--- src/rtl/mult8_pkg.sv ---
// Shared definitions for the sequential 8x8 shift-add multiplier.
package mult8_pkg;

    typedef enum logic [1:0] {
        S_IDLE = 2'd0,
        S_CALC = 2'd1,
        S_DONE = 2'd2
    } state_t;

    localparam int unsigned N_ITER   = 8;
    localparam logic [2:0]  LAST_CNT = 3'(N_ITER - 1);

endpackage

--- src/rtl/csa8.sv ---
// 8-bit carry-select adder: ripple low nibble, both high-nibble sums precomputed.
module csa8 (
    input  logic [7:0] a,
    input  logic [7:0] b,
    input  logic       cin,
    output logic [7:0] sum,
    output logic       cout
);

    logic [4:0] lo;
    logic [4:0] hi0;
    logic [4:0] hi1;
    logic [4:0] hi;

    always_comb begin
        lo   = {1'b0, a[3:0]} + {1'b0, b[3:0]} + {4'b0000, cin};
        hi0  = {1'b0, a[7:4]} + {1'b0, b[7:4]};
        hi1  = {1'b0, a[7:4]} + {1'b0, b[7:4]} + 5'd1;
        hi   = lo[4] ? hi1 : hi0;
        sum  = {hi[3:0], lo[3:0]};
        cout = hi[4];
    end

endmodule

--- src/rtl/mult8_seq.sv ---
// Sequential 8x8 unsigned shift-add multiplier; one csa8 addition per CALC cycle.
module mult8_seq
    import mult8_pkg::*;
(
    input  logic        clk,
    input  logic        rst,
    input  logic        start,
    input  logic [7:0]  a,
    input  logic [7:0]  b,
    output logic        busy,
    output logic        done,
    output logic [15:0] product
);

    state_t      state_q, state_d;
    logic [7:0]  mcand_q, mcand_d;
    logic [15:0] p_q, p_d;
    logic [2:0]  cnt_q, cnt_d;
    logic [15:0] product_q, product_d;
    logic        busy_q, busy_d;
    logic        done_q, done_d;

    logic [7:0]  add_sum;
    logic        add_cout;

    csa8 u_csa8 (
        .a    (p_q[15:8]),
        .b    (mcand_q),
        .cin  (1'b0),
        .sum  (add_sum),
        .cout (add_cout)
    );

    always_comb begin
        state_d   = state_q;
        mcand_d   = mcand_q;
        p_d       = p_q;
        cnt_d     = cnt_q;
        product_d = product_q;
        unique case (state_q)
            S_IDLE: begin
                if (start) begin
                    mcand_d = a;
                    p_d     = {8'h00, b};
                    cnt_d   = '0;
                    state_d = S_CALC;
                end
            end
            S_CALC: begin
                // Adder carry-out lands in bit 15, so the shift never loses a bit.
                p_d   = p_q[0] ? {add_cout, add_sum, p_q[7:1]} : {1'b0, p_q[15:1]};
                cnt_d = cnt_q + 3'd1;
                if (cnt_q == LAST_CNT) begin
                    product_d = p_d;
                    state_d   = S_DONE;
                end
            end
            S_DONE:  state_d = S_IDLE;
            default: state_d = S_IDLE;
        endcase
        // Outputs are registered alongside the state they decode.
        busy_d = (state_d == S_CALC);
        done_d = (state_d == S_DONE);
    end

    always_ff @(posedge clk) begin
        if (rst) begin
            state_q   <= S_IDLE;
            mcand_q   <= '0;
            p_q       <= '0;
            cnt_q     <= '0;
            product_q <= '0;
            busy_q    <= 1'b0;
            done_q    <= 1'b0;
        end else begin
            state_q   <= state_d;
            mcand_q   <= mcand_d;
            p_q       <= p_d;
            cnt_q     <= cnt_d;
            product_q <= product_d;
            busy_q    <= busy_d;
            done_q    <= done_d;
        end
    end

    assign busy    = busy_q;
    assign done    = done_q;
    assign product = product_q;

endmodule

--- config.mk ---
export PLATFORM = sky130hd
export DESIGN_NAME = mult8_seq
export DESIGN_NICKNAME = d
export VERILOG_FILES = /design/src/rtl/mult8_pkg.sv /design/src/rtl/csa8.sv /design/src/rtl/mult8_seq.sv
export SDC_FILE = /design/constraint.sdc
export NUM_CORES = 1
export LEC_CHECK = 0
export ABC_AREA = 1
export CAP_MARGIN = 10
export CORE_ASPECT_RATIO = 0.6
export CORE_UTILIZATION = 47
export DETAILED_ROUTE_END_ITERATION = 10
export PLACE_DENSITY_LB_ADDON = 0.25
export SYNTH_ARGS = -nofsm -noshare
export SYNTH_HDL_FRONTEND = slang
export SYNTH_SLANG_ARGS = --single-unit
--- constraint.sdc ---
create_clock -name clk -period 1.66 [get_ports clk]
set_input_delay 0.332 -clock clk [delete_from_list [all_inputs] [get_ports clk]]
set_output_delay 0.332 -clock clk [all_outputs]
set_load 0.005 [all_outputs]
-- Yosys cells after proc, flatten, opt, wreduce, memory -nomap -nowiden
Index checks and enable logic that the tools add are counted.
- flip-flop bits (word level): 47
- input port bits: 19
- output and inout port bits: 18
- word-level logic and storage cells: 30
- $add $sub $neg: 4
- equal/unequal tests: 5
- muxes and demuxes: 9
- reductions and logical operators: 5
- operators by type and width (cell ; number):
    16-bit two-way mux ; 2
    16-bit one-hot mux with 2 select lines ; 1
    4-bit by 4-bit adder with 5-bit output ; 2
    3-bit one-hot mux with 2 select lines ; 1
    2-bit AND reduction ; 3
    5-bit by 1-bit adder with 5-bit output, second input constant ; 1
    5-bit two-way mux ; 1
    2-bit by 1-bit equality test with 1-bit output, second input constant ; 2
    2-bit two-way mux ; 2
    2-bit one-hot mux with 2 select lines ; 1
    3-bit by 1-bit adder with 3-bit output, second input constant ; 1
    3-bit equality test, second input constant ; 1
    3-bit two-way mux ; 1
    2-bit equality test, second input constant ; 1
    2-bit zero test ; 1
    2-bit != test, second input constant ; 1
    2-bit nonzero test ; 1

-- Longest topological paths before layout
Gate-level depths: netlist of the first run.
- depth after elaboration: 5
- depth in mapped cells: 12
- depth with buffers taken out: 12

-- Modules after synthesis
A second synthesis of the first run with hierarchy kept.
- cells, all modules: 324
- area, all modules: 2328.5 µm²
- by module, submodules not included (module ; times used ; cells an instance ; area an instance (µm²) ; seq. area each (µm²)):
    mult8_seq ; 1 ; 261 ; 1909.3 ; 940.9
    csa8 ; 1 ; 63 ; 419.2 ; 0.0

-- Worst setup path before layout of the first run
No wires, ideal clock.
- path type: reg-to-reg
- from: reg p_q[12]
- to: reg product_q[13], in the netlist product[13]
- setup time: 0.071 ns
- data arrival time: 1.706 ns
- data required time: 1.589 ns
- path slack: -0.117 ns
- stages on the path, launching flop included: 11
- path buffers: 0
- period minus slack after synthesis: 1.777 ns
- cell sequence: dfxtp_1 -> ha_1 -> inv_1 -> fa_1 -> inv_1 -> ha_1 -> nand2_1 -> nor2_2 -> o21ai_1 -> nand3_1 -> a21oi_1
- cells in the longest elaborated chain, start to end: 4
- ends and longest elaborated chain (element ; line ; source):
    from (decl) ; mult8_seq.sv:17 ; logic [15:0] p_q, p_d;
    from (signal assigned) ; mult8_seq.sv:78 ; p_q <= p_d;
    4-bit by 4-bit adder with 5-bit output (*) ; csa8.sv:17, csa8.sv:18 ;
    5-bit by 1-bit adder with 5-bit output ; csa8.sv:18 ; hi1 = {1'b0, a[7:4]} + {1'b0, b[7:4]} + 5'd1;
    5-bit two-way mux (*) ; csa8.sv:19 ; hi = lo[4] ? hi1 : hi0;
    16-bit two-way mux (*) ; mult8_seq.sv:51 ; p_d = p_q[0] ? {add_cout, add_sum, p_q[7:1]} : {1'b0, p_q[15:1]};
    to (signal assigned) ; mult8_seq.sv:80 ; product_q <= product_d;
    to (decl) ; mult8_seq.sv:19 ; logic [15:0] product_q, product_d;
Mark *: on every way between the ends. The rest lies on a longest branch, timed or not.
A chain may end at the register's enable or synchronous reset.

-- Final worst setup path of the first run
- from: reg mcand_q[4]
- to: reg p_q[12]
- cells in the longest elaborated chain, start to end: 5
- ends and longest elaborated chain (element ; line ; source):
    from (decl) ; mult8_seq.sv:16 ; logic [7:0] mcand_q, mcand_d;
    from (signal assigned) ; mult8_seq.sv:77 ; mcand_q <= mcand_d;
    4-bit by 4-bit adder with 5-bit output (*) ; csa8.sv:17, csa8.sv:18 ;
    5-bit by 1-bit adder with 5-bit output ; csa8.sv:18 ;
    5-bit two-way mux (*) ; csa8.sv:19 ;
    16-bit two-way mux (*) ; mult8_seq.sv:51 ;
    16-bit one-hot mux with 2 select lines (*) ; mult8_seq.sv:40 ; unique case (state_q)
Marked as above.

==> results.md, run 1 <==
- Max Cap Viol: 0
- Top achievable clock speed: 540.8 MHz
- Synth area leaders: dfxtp_1 (42%), nand2_1 (9.2%), o21ai_0 (7.1%)
- Grt met2 use: 38.31%
- Buf/Inv on CP: 2
- Root Buffer Master: clkbuf_8
- Worst EP arrival: 2.09 ns
- Status: finished, violations left
- Switch share: 26.86%
- CP Capture Type: flip-flop
- RSZ-0062 raised after global routing: true
- Hold_sp: product[9]
- Buffers on Ports: 36
- Antenna-violating nets left: 0
- Seq cells post-synth: 47
- Antenna Cells: 0
- Post-synth top cells: nand2_1 (55), dfxtp_1 (47), o21ai_0 (32)
- Int Power: 0.001855 W
- TritonRoute pass-1 iters: 4
- Sink Count: 47
- Switching pwr: 0.0006811 W
- Worst Setup SP: mcand_q[4]
- WL/cell: 14.38 µm
- Net Count, Synth: 322
- Die height: 55.53 µm
- CTS Buf Count: 5
- Final worst setup slack: -0.1892 ns
- Global-route met3 utilization: 6.612%
- Die Width: 91.22 µm
- Fraction of layout cells with a size suffix above 1: 26.12%
- Largest net degree at the start of global routing: 23
- GR Util All Layers: 24.93%
- CP top delay family: adder cells
- Synth Area per Inst: 7.740 µm²
- Setup TNS: -1.569 ns
- Worst Setup Start Kind: flip-flop
- Synthesized netlist cell count: 290
- Layout area overhead: 38.96%
- Core box area: 0.004588 mm²
- Rel. slew slack: 82.76%
- Maximum vdd drop: 0.4689 mV
- Die area: 0.005065 mm²
- Synth cell types: 33
- Post-route minimum period: 1.849 ns
- Skew final: 0.004663 ns
- Row count: 19
- Routed WL: 6027 µm
- Number of global-route vias before repair: 2066
- Slew Limit Fails: 0
- Initial antenna violation count: 0
- CTS tree: yes
- GRT Max-Usage Layer: met2
- Seq pwr share: 47.9%
- Main synth FF type: dfxtp_1
- H-tree levels: 2
- Vias/cell: 5.334
- Tcrit/Tclk final: 111.4%
- WP data required: 1.90 ns
- Global-route wire length before repair: 9798 µm
- Grt ovf: 0
- Register area share after synthesis: 41.92%
- Worst slew pin tran: 0.2587 ns
- Ys Warns: 0
- Vias: 2235
- Reg clk slew, reported paths: 0.09 ns
- HPWL after DPL: 4135 µm
- Iteration-0 DRC Markers: 175
- R2r setup slk: -0.19 ns
- Worst hold path type: flip-flop to flip-flop
- Reg-to-Reg Start: mcand_q[4]
- CP max stage cell: fa_2
- Leakage: 1.242 nW
- Crit path max fanout: 2
- GPL Wtd Cong: 0.8583
- Setup-failing EPs final: 12
- Clock buffer depth: 2
- Share of flip-flops with an asynchronous set or reset: 0%
- Crit-path max cell delay: 0.55 ns
- Clock share of power: 35.5%
- Combinational share of power: 16.6%
- Fin nets: 387
- Violated checks: negative setup slack
- CP Cell Sequence: ha_4 -> inv_2 -> fa_2 -> inv_2 -> ha_4 -> nand2_1 -> nand3_2 -> o211ai_1 -> a21oi_1
- Setup WS pre-CTS: -0.2106 ns
- Met1 usage: 34.37%
- Number of flops mapped to enable cells by yosys: 0
- Cell taking the most area after synthesis: dfxtp_1
- PwrDens: 813.0 mW/mm²
- Top Ports: 37
- Post-synth top area share: 41.92%
- Final Hold Fails: 0
- Cts hold-fix bufs: 0
- Top-count cell post-synth: nand2_1
- Worst-Skew Late Latency: 0.31 ns
- Post-Syn Area: 0.002245 mm²
- Initial Utilization: 48.92%
- DRC viols: 0
- Setup Crit Path Kind: flip-flop to flip-flop
## power groups by stage
stage	sequential [W]	combinational, W	clock (W)
2_1_floorplan	0.00123	0.000232	0
3_3_place_gp	0.00123	0.000370	0
3_5_place_dp	0.00124	0.000382	0
4_1_cts	0.00121	0.000404	0.000896
5_1_grt	0.00122	0.000461	0.000968
6_report	0.00121	0.000421	0.000901
## kinds of logic (layout without fill, tap and decap cells)
group / Yosys count / after routing / share of synthesized area [%]
compound gates: 75 / 75 / 18.06
xor+xnor: 2 / 2 / 0.7805
buf+inv: 32 / 98 / 7.246
flops: 47 / 47 / 41.92
simple gates: 121 / 121 / 24.08
fa+ha+maj: 13 / 13 / 7.915
## final timing paths
check / end / depth (start not counted)
hold reg to reg: product[9] / 2
setup reg to reg: p_q[12] / 9
hold / removal: product[9] / 2
setup / recovery: p_q[12] / 9
## cell usage in the layout, fill, tap and decap left out, types with 9 or more instances in the layout
| master | n |
|---|---|
| o21ai_0 | 31 |
| inv_1 | 11 |
| dfxtp_1 | 43 |
| nand2_1 | 52 |
| nor2_1 | 31 |
| inv_2 | 9 |
| clkdlybuf4s50_1 | 36 |
| nand3_1 | 13 |
| a21oi_1 | 28 |
| buf_4 | 29 |
## per-layer routing
metal	routed length, µm	vias up
met4	59	0
met3	562	10
met1	2662	1039
met2	2742	89
met5	0	-
li1	-	1097
## what timing repair did
| item | in CTS | in global routing |
|---|---|---|
| endpoints found under the setup margin | 12 | 16 |
| resized for setup | 21 | 13 |
| buffers inserted | 5 | 3 |
| pin swaps | 18 | 14 |
## through the flow
step                      utilization (%)  cell area (µm²)  total power, W  instances  hold slack [ns]
final                               67.98             3119        0.002536        419           0.4682
after global routing                67.98             3119        0.002647        419           0.4831
after CTS                           66.54             3053        0.002511        416           0.4654
after detailed placement            61.49             2821        0.001618        403           0.4550
after global placement              61.49             2821        0.001604        403           0.4457
after floorplan                         -             2272        0.001461        290           0.4105
## final cells by class
cell class | instances | area [µm²]
Inverter | 22 | 92.59
Tap cell | 63 | 78.83
Clock inverter | 2 | 35.03
Clock buffer | 6 | 82.58
Sequential cell | 47 | 945.9
Fill cell | 385 | 1469
Timing Repair Buffer | 68 | 611.8
Multi-Input combinational cell | 211 | 1272
## sequential cells by signal, summed over array words and instances (netlist names)
register and cells:
state_q 2, busy 1, mcand_q 8, cnt_q 3, p_q 16, product 16
done 1
## tightest hold or removal path, stage by stage, from the launching register on
cell     delay (ns)
dfxtp_1        0.32
nand2_1        0.06
a21oi_1        0.05
No activity file was read; power rests on OpenSTA's default activity.
==> inputs of run 2 (changes only) <==
Settings changed: CORE_ASPECT_RATIO 0.6 to default.
==> run 2 against run 1 <==
  * The run ends with design-rule violations, negative setup slack left
  * Sequential power about the same
  * Sequential share of layout area up 0.53 points
  * Worst hold slack worse by 0.00052 ns
  * Total power down 0.25%
  * Clock-buffer cell count unchanged
  * Final area down 1.4%
  * Critical path type unchanged
  * Highest routed layer unchanged
==> results.md, run 2 (synthesized netlist as in run 1, its figures left out) <==
- DRC viols: 1 (was 0)
- GR Util All Layers: 23.16% (was 24.93%)
- Skew final: 0.003079 ns (was 0.004663 ns)
- Reg clk slew, reported paths: 0.09 ns (about the same)
- Worst slew pin tran: 0.2742 ns (was 0.2587 ns)
- Worst Setup Start Kind: flip-flop (unchanged)
- Utilization after layout: 68.71% (was 67.98%)
- Final Hold Fails: 0 (unchanged)
- H-tree levels: 2 (unchanged)
- Most common cell after layout, fill and taps aside: nand2_1 (unchanged)
- Top Ports: 37 (unchanged)
- WL/cell: 13.75 µm (was 14.38 µm)
- Hold_sp: product[10] (was product[9])
- Grt ovf: 0 (unchanged)
- Cts hold-fix bufs: 0 (unchanged)
- Worst EP arrival: 2.15 ns (was 2.09 ns)
- Reg-to-Reg Start: mcand_q[4] (unchanged)
- Vias/cell: 5.300 (was 5.334)
- Initial antenna violation count: 0 (unchanged)
- WHS Endpoint: product[10] (was product[9])
- Max Cap Viol: 0 (unchanged)
- Crit path max fanout: 3 (was 2)
- Global-route wire length before repair: 9232 µm (was 9798 µm)
- Die Width: 71.11 µm (was 91.22 µm)
- Rel. slew slack: 81.70% (was 82.76%)
- Clock share of power: 36.0% (was 35.5%)
- Combinational share of power: 16.0% (was 16.6%)
- Status: finished, violations left (unchanged)
- Die height: 71.11 µm (was 55.53 µm)
- Tcrit/Tclk final: 114.6% (was 111.4%)
- Most frequent cells in the layout: nand2_1 (53), dfxtp_1 (43), clkdlybuf4s50_1 (36), o21ai_0 (32), nor2_1 (31) (was nand2_1 (52), dfxtp_1 (43), clkdlybuf4s50_1 (36), nor2_1 (31), o21ai_0 (31))
- Switching pwr: 0.0006727 W (was 0.0006811 W)
- Core box area: 0.004474 mm² (was 0.004588 mm²)
- Fin nets: 379 (was 387)
- Seq pwr share: 48.0% (was 47.9%)
- Die area: 0.005056 mm² (was 0.005065 mm²)
- Buffers on Ports: 36 (unchanged)
- WP data required: 1.91 ns (was 1.90 ns)
- TritonRoute pass-1 iters: 7 (was 4)
- Final total power: 0.002530 W (was 0.002536 W)
- Clock buffer depth: 2 (unchanged)
- Hold WS: 0.4677 ns (was 0.4682 ns)
- Vias: 2120 (was 2235)
- Antenna Cells: 0 (unchanged)
- Worst R2R Path Depth: 10 (was 9)
- Violated checks: design-rule violations, negative setup slack (was negative setup slack)
- Layout area overhead: 36.96% (was 38.96%)
- Worst hold path type: flip-flop to flip-flop (unchanged)
- CTS tree: yes (unchanged)
- Setup Crit Path Kind: flip-flop to flip-flop (unchanged)
- HPWL after DPL: 3758 µm (was 4135 µm)
- R2r setup slk: -0.24 ns (was -0.19 ns)
- Setup-failing EPs final: 10 (was 12)
- Worst-Skew Late Latency: 0.30 ns (was 0.31 ns)
- Root Buffer Master: clkbuf_8 (unchanged)
- Sink Count: 47 (unchanged)
- Largest net degree at the start of global routing: 23 (unchanged)
- CP Capture Type: flip-flop (unchanged)
- Placed cell area: 0.002798 mm² (was 0.002821 mm²)
- Iteration-0 DRC Markers: 129 (was 175)
- Initial Utilization: 50.17% (was 48.92%)
- Post-route cell area: 0.003074 mm² (was 0.003119 mm²)
- PwrDens: 822.8 mW/mm² (was 813.0 mW/mm²)
- Slew Limit Fails: 0 (unchanged)
- Switch share: 26.59% (was 26.86%)
- GPL Wtd Cong: 0.8208 (was 0.8583)
- Routed WL: 5498 µm (was 6027 µm)
- Hold Crit Depth: 2 (unchanged)
- RSZ-0062 raised after global routing: true (unchanged)
- Int Power: 0.001857 W (was 0.001855 W)
- Leakage: 1.214 nW (was 1.242 nW)
- Number of global-route vias before repair: 2041 (was 2066)
- Maximum vdd drop: 0.4827 mV (was 0.4689 mV)
- Post-route minimum period: 1.903 ns (was 1.849 ns)
- CTS Buf Count: 5 (unchanged)
- Final worst setup slack: -0.2426 ns (was -0.1892 ns)
- Top achievable clock speed: 525.6 MHz (was 540.8 MHz)
- Antenna-violating nets left: 0 (unchanged)
- Row count: 24 (was 19)
- Fraction of layout cells with a size suffix above 1: 24.71% (was 26.12%)
- R2R Path End: product[13] (was p_q[12])
==> run 2: worst max path at each step <==
stage,startpoint,endpoint,cells past startpoint
finish,mcand_q[4],product[13],10
global route,mcand_q[4],product[13],10
CTS,mcand_q[4],product[13],10
detailed placement,mcand_q[4],p_q[13],10
global placement,mcand_q[4],product[13],10
floorplan,p_q[12],product[13],10
==> run 2: through the flow <==
stage	setup TNS (ns)	instances	setup WS (ns)
2_1_floorplan	-0.3198	290	-0.06216
3_3_place_gp	-0.9417	389	-0.1732
3_5_place_dp	-1.437	389	-0.2565
4_1_cts	-1.333	399	-0.2030
5_1_grt	-2.533	400	-0.2991
6_report	-1.614	400	-0.2426
==> run 2: layer usage <==
| layer | share of wire (%) | track usage [%] | wire (µm) | vias up |
|---|---|---|---|---|
| li1 | - | - | - | 1074 |
| met1 | 45 | 29.82 | 2447 | 973 |
| met2 | 49 | 38.14 | 2687 | 63 |
| met3 | 4.4 | 4.558 | 243 | 10 |
| met4 | 2.2 | 9.556 | 119 | 0 |
| met5 | 0 | 0 | 0 | - |
==> run 2: worst max-delay path: stages (launching register included) <==
cell and delay [ns]:
dfxtp_4 0.38, ha_4 0.14, inv_2 0.03, fa_2 0.54, inv_2 0.06, ha_4 0.17
nand2_4 0.06, nor2_4 0.04, o21ai_2 0.16, nand3_1 0.11, a21oi_2 0.15
==> run 2: repair_timing <==
item,in CTS,in global routing
pin swaps,10,15
setup buffers,2,3
gates resized for setup,13,22
setup endpoints to repair,12,13
==> run 2: cell type report <==
type                    instances  area [µm²]
flip-flops and latches         47       948.4
repair buffers                 60       564.3
multi-input cells             211        1282
fillers                       356        1400
clock inverters                 2       38.79
inverters                      22       92.59
clock buffers                   6       82.58
well taps                      52       65.06
==> run 2: power groups by stage <==
stage	sequential, W	clock [W]	combinational (W)
5_1_grt	0.00122	0.000963	0.000453
3_3_place_gp	0.00124	0	0.000359
3_5_place_dp	0.00124	0	0.000368
2_1_floorplan	0.00123	0	0.000232
6_report	0.00121	0.000910	0.000405
4_1_cts	0.00121	0.000922	0.000386
